File: src/rtl/nco_hop_ctrl.sv
// nco_hop_ctrl: frequency-hop scheduler driving NCO phase increment from a programmable hop table.
// Optional FSK frequency modulation output enabled by defining NCO_HOP_FMOD_EN.
module nco_hop_ctrl #(
    parameter int PHASE_W   = 32,
    parameter int DEPTH     = 8,
    parameter int DWELL_W   = 16,
    parameter int PRIME_MAX = 32,
    localparam int ADDR_W   = $clog2(DEPTH)
) (
    input  logic               clk,
    input  logic               reset_n,
    input  logic               cfg_we,
    input  logic [ADDR_W-1:0]  cfg_addr,
    input  logic [PHASE_W-1:0] cfg_inc,
    input  logic [DWELL_W-1:0] cfg_dwell,
    input  logic [ADDR_W-1:0]  last_idx,
    input  logic               loop_en,
    input  logic               start,
    input  logic               stop,
    input  logic               nco_out_valid,
`ifdef NCO_HOP_FMOD_EN
    input  logic               fsk_i,
    input  logic [PHASE_W-1:0] fmod_dev,
`endif
    output logic [PHASE_W-1:0] nco_phi_inc,
    output logic [PHASE_W-1:0] nco_freq_mod,
    output logic               nco_clken,
    output logic [ADDR_W-1:0]  hop_idx,
    output logic               hop_strobe,
    output logic               busy,
    output logic               done,
    output logic               err_timeout
);
    localparam int PW = $clog2(PRIME_MAX + 1);

    typedef enum logic [1:0] {IDLE, PRIME, RUN} state_t;

    state_t             state;
    logic [PHASE_W-1:0] inc_tab [DEPTH];
    logic [DWELL_W-1:0] dwell_tab [DEPTH];
    logic [DWELL_W-1:0] dwell_cnt;
    logic [PW-1:0]      prime_cnt;
    logic [ADDR_W-1:0]  next_idx;

    assign next_idx  = (hop_idx == last_idx) ? '0 : hop_idx + 1'b1;
    assign busy      = state != IDLE;
    assign nco_clken = busy;

    always_ff @(posedge clk) begin
        if (!reset_n) begin
            state       <= IDLE;
            nco_phi_inc <= '0;
            hop_idx     <= '0;
            hop_strobe  <= 1'b0;
            done        <= 1'b0;
            err_timeout <= 1'b0;
            dwell_cnt   <= '0;
            prime_cnt   <= '0;
            for (int i = 0; i < DEPTH; i++) begin
                inc_tab[i]   <= '0;
                dwell_tab[i] <= '0;
            end
        end else begin
            hop_strobe <= 1'b0;
            done       <= 1'b0;
            case (state)
                IDLE: if (start && !stop) begin
                    nco_phi_inc <= inc_tab[0];
                    hop_idx     <= '0;
                    dwell_cnt   <= dwell_tab[0];
                    prime_cnt   <= '0;
                    hop_strobe  <= 1'b1;
                    err_timeout <= 1'b0;
                    state       <= PRIME;
                end
                PRIME: begin
                    prime_cnt <= prime_cnt + 1'b1;
                    if (stop)
                        state <= IDLE;
                    else if (nco_out_valid)
                        state <= RUN;
                    else if (prime_cnt == PW'(PRIME_MAX - 1)) begin
                        err_timeout <= 1'b1;
                        state       <= IDLE;
                    end
                end
                RUN: begin
                    if (stop)
                        state <= IDLE;
                    else if (dwell_cnt != '0)
                        dwell_cnt <= dwell_cnt - 1'b1;
                    else if (hop_idx != last_idx || loop_en) begin
                        nco_phi_inc <= inc_tab[next_idx];
                        dwell_cnt   <= dwell_tab[next_idx];
                        hop_idx     <= next_idx;
                        hop_strobe  <= 1'b1;
                    end else begin
                        done  <= 1'b1;
                        state <= IDLE;
                    end
                end
                default: state <= IDLE;
            endcase
            // entries are only sampled on load, so a write here affects the next load of that index
            if (cfg_we) begin
                inc_tab[cfg_addr]   <= cfg_inc;
                dwell_tab[cfg_addr] <= cfg_dwell;
            end
        end
    end

`ifdef NCO_HOP_FMOD_EN
    always_ff @(posedge clk) begin
        if (!reset_n)
            nco_freq_mod <= '0;
        else if (nco_clken)
            nco_freq_mod <= fsk_i ? fmod_dev : '0;
    end
`else
    assign nco_freq_mod = '0;
`endif
endmodule
File: config.mk
export PLATFORM = sky130hd
export DESIGN_NAME = nco_hop_ctrl
export DESIGN_NICKNAME = d
export VERILOG_FILES = /design/src/rtl/nco_hop_ctrl.sv
export SDC_FILE = /design/constraint.sdc
export NUM_CORES = 1
export LEC_CHECK = 0
export ABC_AREA = 1
export CAP_MARGIN = 30
export CORE_UTILIZATION = 50
export CTS_BUF_LIST = sky130_fd_sc_hd__clkbuf_8 sky130_fd_sc_hd__clkbuf_16
export CTS_CLUSTER_DIAMETER = 50
export CTS_CLUSTER_SIZE = 25
export DETAILED_ROUTE_END_ITERATION = 8
export PLACE_DENSITY = 0.81
export REMOVE_ABC_BUFFERS = 1
export SYNTH_ARGS = -nofsm -noshare
export SYNTH_HDL_FRONTEND = slang
export SYNTH_SLANG_ARGS = --single-unit
File: constraint.sdc
create_clock -name clk -period 2.3 [get_ports clk]
set_input_delay 0.23 -clock clk [delete_from_list [all_inputs] [get_ports clk]]
set_output_delay 0.23 -clock clk [all_outputs]
set_load 0.005 [all_outputs]
Word level (Yosys, flattened, before mapping)
Memory sizes are Yosys's and may differ from the RTL's. Cells that the tools add are included. W data, S select, Z words.

Register bits after elaboration: 62. Bits in writable memories: 384. Input bits: 61. Output and inout bits: 72. Word-level logic and storage cells: 94. Memories kept: 2.

Add/sub/neg operators: 3. Equality and inequality tests: 16. Muxes and demuxes: 47. Bitwise operators: 2. Reductions and logical operators: 16.

Memories: inc_tab (words 8, width 32, read ports 2, clocked after Yosys merged registers in 0, write ports 8, RTL line 39) `logic [PHASE_W-1:0] inc_tab [DEPTH];`; dwell_tab (words 8, width 16, read ports 2, clocked after Yosys merged registers in 0, write ports 8, RTL line 40) `logic [DWELL_W-1:0] dwell_tab [DEPTH];`.

Operator list (number): $mux W32 (5); $mux W16 (5); $pmux W32 S2 (1); $pmux W16 S2 (1); $reduce_or A32 Y1 (1); $mux W3 (7); $reduce_bool A16 Y1 (1); $reduce_or A16 Y1 (1); $sub A16 B1 Y16 const B (1); $mux W1 (15); $mux W2 (7); $ne A2 B2 Y1 const B (7); $pmux W6 S2 (1); $reduce_and A5 Y1 (2); $ne A3 B3 Y1 const B (3); $reduce_and A4 Y1 (2); $add A6 B1 Y6 const B (1); $eq A6 B5 Y1 const B (1); $mux W6 (1); $pmux W2 S3 (1); $pmux W3 S2 (1); $reduce_bool A2 Y1 (3); $ne A4 B4 Y1 const B (1); $pmux W1 S2 (2); other kinds (12) (13).

Depth between registers and ports, before layout
Gate-level depths: netlist of the first run. An unclocked memory read counts as a cell.

Word-level depth: 7. Gate-level depth with buffers: 15. Depth with buffers taken out: 13.

Worst setup path after synthesis of the first run
Ideal clock, no wire load.

Kind: input port to flip-flop. From: input port reset_n. To: memory dwell_tab[3][0], enable pin. Setup time: 0.583 ns. Arrival time: 1.902 ns. Data required time: 1.717 ns. Setup slack: -0.185 ns. Stages on the path: 6. Buffers on the path: 2. Cells stage by stage: nand2_1 -> nor2_1 -> nand2_1 -> clkbuf_1 -> buf_1 -> nand2_1.

RTL lines: start: declaration (RTL line 11) `input logic reset_n,`; end: declaration (RTL line 40).

Worst setup path after layout of the first run
From: register dwell_cnt[0]. To: register nco_phi_inc[28].

Word-level cells in the longest chain between the ends: 3.

RTL lines: start: declaration (RTL line 41) `logic [DWELL_W-1:0] dwell_cnt;`; start signal: assignment (RTL line 70) `dwell_cnt <= dwell_tab[0];`; start signal: assignment (RTL line 91) `dwell_cnt <= dwell_cnt - 1'b1;`; start signal: assignment (RTL line 94) `dwell_cnt <= dwell_tab[next_idx];`; $reduce_bool A16 Y1 (RTL line 90) `else if (dwell_cnt != '0)`; $ne A2 B2 Y1 (no line); $reduce_and A5 Y1 (no line); end signal: assignment (RTL line 68) `nco_phi_inc <= inc_tab[0];`; end signal: assignment (RTL line 93) `nco_phi_inc <= inc_tab[next_idx];`; end: declaration (RTL line 25) `output logic [PHASE_W-1:0] nco_phi_inc,`.

No other way between the ends. A chain may end at the register's enable or synchronous reset.

==> results of run 1 <==
==> tightest hold or removal path, cell delays in order <==
cell and delay (ns):
sky130_fd_sc_hd__buf_2 0.19, sky130_fd_sc_hd__nand3_1 0.11, sky130_fd_sc_hd__nand2_1 0.05
==> sequential cells by signal, indices dropped and copies added (netlist names) <==
name         cells
done             1
dwell_cnt       16
dwell_tab      128
err_timeout      1
hop_idx          3
hop_strobe       1
inc_tab        256
nco_phi_inc     32
prime_cnt        6
state            2
==> worst paths after layout <==
kind,startpoint,endpoint,depth (start not counted)
hold reg to reg,err_timeout$_SDFFE_PN0P_,err_timeout$_SDFFE_PN0P_,2
setup reg to reg,dwell_cnt[0]$_SDFFE_PN0P_,nco_phi_inc[28]$_SDFFE_PN0P_,14
hold / removal,reset_n,err_timeout$_SDFFE_PN0P_,3
setup / recovery,dwell_cnt[0]$_SDFFE_PN0P_,nco_phi_inc[28]$_SDFFE_PN0P_,14
==> power breakdown <==
| part | switching [mW] | internal, mW | leakage, nW |
|---|---|---|---|
| clock network | 3.32 | 3.57 | 0.664 |
| logic | 1.74 | 1.04 | 4.69 |
| registers | 0.197 | 9.27 | 4.19 |
==> final cells by class <==
cell class | count | area (sq um)
Timing Repair Buffer | 182 | 2137
Inverter | 179 | 676.9
Multi-Input combinational cell | 1422 | 6610
Sequential cell | 446 | 12770
Tap cell | 532 | 665.6
Clock inverter | 30 | 330.3
Clock buffer | 41 | 1026
Fill cell | 3265 | 16700
==> metrics by stage <==
| step | hold WS (ns) | std cells | util [%] | TNS, ns | setup WS [ns] |
|---|---|---|---|---|---|
| after floorplan | 0.3085 | 2047 | - | -379.31 | -3.178 |
| after global placement | 0.4527 | 2761 | 55.85 | 0 | 0.08151 |
| after detailed placement | 0.4807 | 2761 | 55.85 | 0 | 0.02859 |
| after CTS | 0.06915 | 2832 | 59.17 | 0 | 0.07761 |
| after global routing | 0.09030 | 2832 | 59.18 | 0 | 0.002602 |
| final | 0.08259 | 2832 | 59.18 | 0 | 0.1657 |
==> routing by layer <==
layer | part of all wire, % | wire, microns | GRT usage [%] | vias to the layer above
li1 | - | - | - | 7440
met1 | 37 | 20770 | 34.55 | 7809
met2 | 49 | 27470 | 45.59 | 1074
met3 | 10 | 5855 | 3.721 | 202
met4 | 3.9 | 2178 | 10.58 | 0
met5 | 0 | 0 | 0 | -
==> Yosys cell counts, types with 6 or more instances <==
| library cell | number | area share (%) |
|---|---|---|
| sky130_fd_sc_hd__buf_4 | 44 | 1.6 |
| sky130_fd_sc_hd__nand3_1 | 179 | 4.3 |
| sky130_fd_sc_hd__nand2_1 | 274 | 4.9 |
| sky130_fd_sc_hd__xnor2_1 | 6 | 0.25 |
| sky130_fd_sc_hd__nand4_1 | 7 | 0.21 |
| sky130_fd_sc_hd__clkbuf_1 | 71 | 1.3 |
| sky130_fd_sc_hd__nor2_1 | 555 | 10 |
| sky130_fd_sc_hd__edfxtp_1 | 384 | 55 |
| sky130_fd_sc_hd__a21oi_2 | 14 | 0.59 |
| sky130_fd_sc_hd__inv_2 | 10 | 0.18 |
| sky130_fd_sc_hd__o21ai_0 | 38 | 0.91 |
| sky130_fd_sc_hd__nand3b_1 | 16 | 0.58 |
| sky130_fd_sc_hd__xor2_1 | 8 | 0.34 |
| sky130_fd_sc_hd__inv_1 | 168 | 3.0 |
| sky130_fd_sc_hd__buf_1 | 14 | 0.25 |
| sky130_fd_sc_hd__o21a_1 | 33 | 1.2 |
| sky130_fd_sc_hd__o21ai_1 | 65 | 1.6 |
| sky130_fd_sc_hd__dfxtp_1 | 62 | 6.0 |
| sky130_fd_sc_hd__buf_2 | 45 | 1.1 |
| sky130_fd_sc_hd__a21oi_1 | 68 | 1.6 |
| sky130_fd_sc_hd__o2111ai_1 | 16 | 0.67 |
| sky130_fd_sc_hd__o22ai_1 | 64 | 1.9 |
| sky130_fd_sc_hd__or2_2 | 16 | 0.48 |
==> logic make-up (layout without fill, tap and decap cells) <==
family	Yosys count	after routing	synth area share, %
compound gates	306	306	8.883
xor+xnor	14	14	0.5898
fa+ha+maj	4	4	0.2407
buf+inv	356	432	7.601
flops	446	446	61.43
other cells	1	32	0.01804
simple gates	1066	1066	21.24
==> timing repair <==
item | in CTS | in global routing
setup endpoints to repair | 0 | 33
hold buffers | 0 | 0
buffers inserted | 0 | 0
gates resized for setup | 0 | 5
==> flow_summary_export.csv, run 1 <==
group,metric,value,unit
worst_setup_path,critPathRequiredTime,2.74,ns
route,antenna_violating_nets_post_route,0,
cts,skew_pair_late_insertion_delay,0.54,ns
timing,grt_setup_unrepaired,"false",
worst_setup_path,timing.critical_path.from_type,"flip-flop",
floorplan,fp.coreArea,40920,sq um
flow_run,max_cap_viol_count,0,
timing,tightest_slew,0.9147,ns
global_route,number_of_antenna_violations_at_the_first_check_in_global_routing,0,
power_and_ir_drop,power.ir.vdd_worst,710.5,uV
route,postRouteWirelength,56270,microns
logic_synthesis,ys.flop_type,"sky130_fd_sc_hd__edfxtp_1",
final_layout,syn2layout_area_growth,16.50,%
route,iter_0_drt_violations,2026,
worst_setup_path,timing.critical_path.to_type,"flip-flop",
worst_setup_path,timing.reg2reg.setup_slack,0.17,ns
route,post_drt_via_cell_ratio,5.835,
logic_synthesis,yosysUniqueCellTypes,43,
floorplan,initial_util,50.80,%
global_route,grt_pass1_vias,16150,
floorplan,floorplan.die_area,42400,sq um
logic_synthesis,postSynth.asyncResetShare,0,%
cts,cts-root-to-sink-buffers,3,
placement,postPlaceCellArea,22860,sq um
final_layout,num-nets-final,2335,
timing,finalSetupViolCount,0,
logic_synthesis,synth-seq-area-share,61.43,%
timing,finalCritPeriodShare,92.80,%
placement,hpwl_reported_at_the_end_of_detailed_placement,33700,microns
timing,slew_violations,0,
floorplan,rows,74,
outcome,status,"finished, final reports clean",
timing,slew-limit-headroom,38.95,%
timing,period_minus_slack,2.134,ns
final_layout,final_design_area_no_fill,24220,sq um
worst_setup_path,path_class,"flip-flop to flip-flop",
logic_synthesis,syn_avg_cell_area,9.481,sq um
cts,cts.sinks,446,
global_route,wire_length_of_the_first_global_routing_pass,87660,microns
timing,max_freq,0.4685,GHz
final_layout,layout-drive-gt1-share,9.957,%
floorplan,i_o_pin_total,133,
cts,tritoncts_clock_tree,"yes",
floorplan,dieWidth,205.9,microns
power_and_ir_drop,report.power.total,19.13,mW
route,wl_per_cell,19.87,microns
cts,clkSlewWorstSetupHoldPaths,0.07,ns
worst_setup_path,arr_time_crit_path,2.58,ns
cts,clockRootBuffer,"sky130_fd_sc_hd__clkbuf_16",
global_route,grt_overflow_total,0,
logic_synthesis,synthesis.instances,2193,
placement,portBuffers,100,
logic_synthesis,yosysWarnings,0,
cts,numCtsBuffers,39,
worst_setup_path,critical-path-max-stage-delay,0.35,ns
power_and_ir_drop,power.density,790.0,nW/um^2
final_layout,insertedDiodeCount,0,
power_and_ir_drop,p_leak,9.540,nW
global_route,pin_count_of_the_biggest_net_entering_global_routing,66,
final_layout,layout.cells.most_common_list,"sky130_fd_sc_hd__nor2_1 (554), sky130_fd_sc_hd__edfxtp_1 (384), sky130_fd_sc_hd__nand2_1 (258)",
global_route,gr-usage-all-layers,26.76,%
worst_setup_path,critical_path.n_buffers_inverters,5,
final_layout,leading_cell_type_in_the_layout_fill_and_taps_excluded,"sky130_fd_sc_hd__nor2_1",
placement,globalplace.congestion,0.9583,
route,route.detailed.drc,0,
worst_setup_path,critPathMostFrequentCell,"sky130_fd_sc_hd__inv_1",
route,via_count,16530,
timing,clock_skew,0.01468,ns
logic_synthesis,synth.cell_area,20790,sq um
cts,clock_tree.htree_level_count,2,
worst_setup_path,timing.critical_path.fanout_max,12,
worst_setup_path,timing.critical_path.max_delay_family,"simple AND/OR/NAND/NOR gates",
min_path,min_path_type,"input port to flip-flop",
logic_synthesis,postSynthRegisterBits,446,
floorplan,dieHeight,205.9,microns
worst_setup_path,cp_cell_sequence,"inv_2 > ha_2 > inv_1 > nor2_1 > nand4_1 > nor2_2 > o21ai_2 > a21oi_4 > inv_4 > buf_12 > a21oi_1 > nand3_1 > nand2_1 > inv_1",
route,detail_route.first_pass.iterations,6,
logic_synthesis,synth_edf_count,384,
timing,count_of_endpoints_failing_hold_in_the_final_timing_report,0,
worst_setup_path,slowest_stage,"sky130_fd_sc_hd__dfxtp_1",
No activity file was read; power rests on OpenSTA's default activity.
==> run 2, diff against run 1 <==
--- a/config.mk
+++ b/config.mk
@@ -10,8 +10,9 @@
 export CORE_UTILIZATION = 50
 export CTS_BUF_LIST = sky130_fd_sc_hd__clkbuf_8 sky130_fd_sc_hd__clkbuf_16
 export CTS_CLUSTER_DIAMETER = 50
-export CTS_CLUSTER_SIZE = 25
+export CTS_CLUSTER_SIZE = 30
 export DETAILED_ROUTE_END_ITERATION = 8
+export MAX_ROUTING_LAYER = met4
 export PLACE_DENSITY = 0.81
 export REMOVE_ABC_BUFFERS = 1
 export SYNTH_ARGS = -nofsm -noshare
==> flow_summary_export.csv, run 2 (synthesis results as in run 1) <==
group,metric,value,unit
outcome,status,"finished, final reports clean",
placement,hpwl_reported_at_the_end_of_detailed_placement,33700,microns
final_layout,reg_top3,"inc_tab x256, dwell_tab x128, nco_phi_inc x32",
final_layout,final_design_area_no_fill,24220,sq um
cts,cts.sinks,446,
placement,portBuffers,100,
cts,numCtsBuffers,39,
power_and_ir_drop,power.density,790.8,nW/um^2
timing,grt_setup_unrepaired,"false",
timing,period_minus_slack,2.122,ns
final_layout,post-route-util,59.18,%
final_layout,largest_reg_flops,256,
route,iter_0_drt_violations,2002,
worst_setup_path,timing.critical_path.fanout_max,12,
final_layout,layout-drive-gt1-share,9.957,%
route,route.detailed.drc,0,
cts,cts-root-to-sink-buffers,3,
placement,post-place-cells,2761,
placement,pre_cts_slack,0.02859,ns
global_route,wire_length_of_the_first_global_routing_pass,87600,microns
global_route,pin_count_of_the_biggest_net_entering_global_routing,66,
route,detail_route.first_pass.iterations,6,
cts,clock_tree.htree_level_count,2,
route,met2_length,27840,microns
min_path,worst_hold_startpoint,"reset_n",
power_and_ir_drop,p_leak,9.540,nW
cts,cts_setup_buffers,0,
route,top_layer_used,"met4",
power_and_ir_drop,power.ir.vdd_worst,716.3,uV
timing,finalSetupViolCount,0,
power_and_ir_drop,report.power.total,19.15,mW
floorplan,dieHeight,205.9,microns
flow_run,max_cap_viol_count,0,
floorplan,fp.coreArea,40920,sq um
min_path,hold_end,"err_timeout$_SDFFE_PN0P_",
worst_setup_path,timing.critical_path.to_type,"flip-flop",
min_path,min_path_cells,3,
timing,max_freq,0.4712,GHz
timing,slew_violations,0,
worst_setup_path,reg2reg_start,"dwell_cnt[0]$_SDFFE_PN0P_",
final_layout,syn2layout_area_growth,16.50,%
global_route,grt_overflow_total,0,
worst_setup_path,arr_time_crit_path,2.57,ns
min_path,min_path_type,"input port to flip-flop",
timing,tightest_slew,0.9385,ns
floorplan,dieWidth,205.9,microns
route,met3WireLength,5836,microns
final_layout,insertedDiodeCount,0,
cts,skew_pair_late_insertion_delay,0.55,ns
route,antenna_violating_nets_post_route,0,
cts,clockRootBuffer,"sky130_fd_sc_hd__clkbuf_16",
worst_setup_path,worst_r2r_endpoint,"nco_phi_inc[28]$_SDFFE_PN0P_",
route,wl_per_cell,19.91,microns
global_route,grt_pass1_vias,16150,
route,post_drt_via_cell_ratio,5.837,
cts,tritoncts_clock_tree,"yes",
route,postRouteWirelength,56380,microns
timing,slew-limit-headroom,37.36,%
worst_setup_path,ff2ff_path_depth,14,
route,m1WireLength,20820,microns
timing,fin_worst_hold_slack,0.08117,ns
placement,globalplace.congestion,0.9759,
route,via_count,16530,
worst_setup_path,critPathRequiredTime,2.75,ns
final_layout,num-nets-final,2335,
final_layout,max_flop_register,"inc_tab",
final_layout,leading_cell_type_in_the_layout_fill_and_taps_excluded,"sky130_fd_sc_hd__nor2_1",
placement,postPlaceCellArea,22860,sq um
final_layout,finalNonFillerCells,2832,
floorplan,rows,74,
timing,final_layout_setup_total_negative_slack,0,ns
worst_setup_path,path_class,"flip-flop to flip-flop",
global_route,number_of_antenna_violations_at_the_first_check_in_global_routing,0,
timing,count_of_endpoints_failing_hold_in_the_final_timing_report,0,
timing,clock_skew,0.01626,ns
floorplan,floorplan.die_area,42400,sq um
cts,clkSlewWorstSetupHoldPaths,0.07,ns
worst_setup_path,timing.critical_path.from_type,"flip-flop",
worst_setup_path,timing.reg2reg.setup_slack,0.18,ns
timing,finalCritPeriodShare,92.28,%
global_route,gr-usage-all-layers,27.57,%
floorplan,initial_util,50.80,%
floorplan,i_o_pin_total,133,
final_layout,layout.cells.most_common_list,"sky130_fd_sc_hd__nor2_1 (554), sky130_fd_sc_hd__edfxtp_1 (384), sky130_fd_sc_hd__nand2_1 (258)",
timing,final_critical_path_setup_slack,0.1777,ns
-- run 2: layout make-up --
class | count | area, sq um
fillers | 3265 | 16700
repair buffers | 182 | 2137
multi-input cells | 1422 | 6610
clock buffers | 41 | 1026
inverters | 179 | 676.9
clock inverters | 30 | 330.3
well taps | 532 | 665.6
flip-flops and latches | 446 | 12770
-- run 2: timing repair --
item,CTS,global route
hold buffers,0,0
endpoints found under the setup margin,0,33
gates resized for setup,0,5
-- run 2: critical path, cell delays in order, from the launching register on --
cell                      delay [ns]
sky130_fd_sc_hd__dfxtp_1        0.34
sky130_fd_sc_hd__inv_2          0.09
sky130_fd_sc_hd__ha_2           0.19
sky130_fd_sc_hd__inv_1          0.06
sky130_fd_sc_hd__nor2_1         0.08
sky130_fd_sc_hd__nand4_1        0.10
sky130_fd_sc_hd__nor2_2         0.14
sky130_fd_sc_hd__o21ai_2        0.09
sky130_fd_sc_hd__a21oi_4        0.27
sky130_fd_sc_hd__inv_4          0.09
sky130_fd_sc_hd__buf_12         0.16
sky130_fd_sc_hd__a21oi_1        0.13
sky130_fd_sc_hd__nand3_1        0.15
sky130_fd_sc_hd__nand2_1        0.09
sky130_fd_sc_hd__inv_1          0.04
-- run 2: how the worst max path moves through the flow --
stage / end / cells after the start / from / slack (ns)
after global placement: nco_phi_inc[16]$_SDFFE_PN0P_ / 13 / last_idx[2] / 0.08
after floorplan: nco_phi_inc[0]$_SDFFE_PN0P_ / 12 / hop_idx[0]$_SDFFE_PN0P_ / -3.18
after CTS: nco_phi_inc[0]$_SDFFE_PN0P_ / 13 / hop_idx[1]$_SDFFE_PN0P_ / 0.08
after global routing: nco_phi_inc[14]$_SDFFE_PN0P_ / 14 / dwell_cnt[0]$_SDFFE_PN0P_ / 0.003
after detailed placement: nco_phi_inc[0]$_SDFFE_PN0P_ / 13 / last_idx[2] / 0.03
final: nco_phi_inc[28]$_SDFFE_PN0P_ / 14 / dwell_cnt[0]$_SDFFE_PN0P_ / 0.18
-- run 2: routing by layer --
metal	vias up	GRT usage, %
met4	0	10.29
met5	-	-
met3	175	3.658
li1	7445	-
met1	7859	34.57
met2	1052	45.74
-- run 2: power breakdown --
group	switching [mW]	total [mW]	leakage, nW	internal, mW
sequential	0.197	9.46	4.19	9.27
clock	3.34	6.90	0.664	3.57
combinational	1.74	2.78	4.69	1.04
==> run 3, diff against run 2 <==
--- a/config.mk
+++ b/config.mk
@@ -6,7 +6,6 @@
 export NUM_CORES = 1
 export LEC_CHECK = 0
 export ABC_AREA = 1
-export CAP_MARGIN = 30
 export CORE_UTILIZATION = 50
 export CTS_BUF_LIST = sky130_fd_sc_hd__clkbuf_8 sky130_fd_sc_hd__clkbuf_16
 export CTS_CLUSTER_DIAMETER = 50
==> results of run 3 <==
The final DEF is identical to that of run 2; final timing and power are the same.
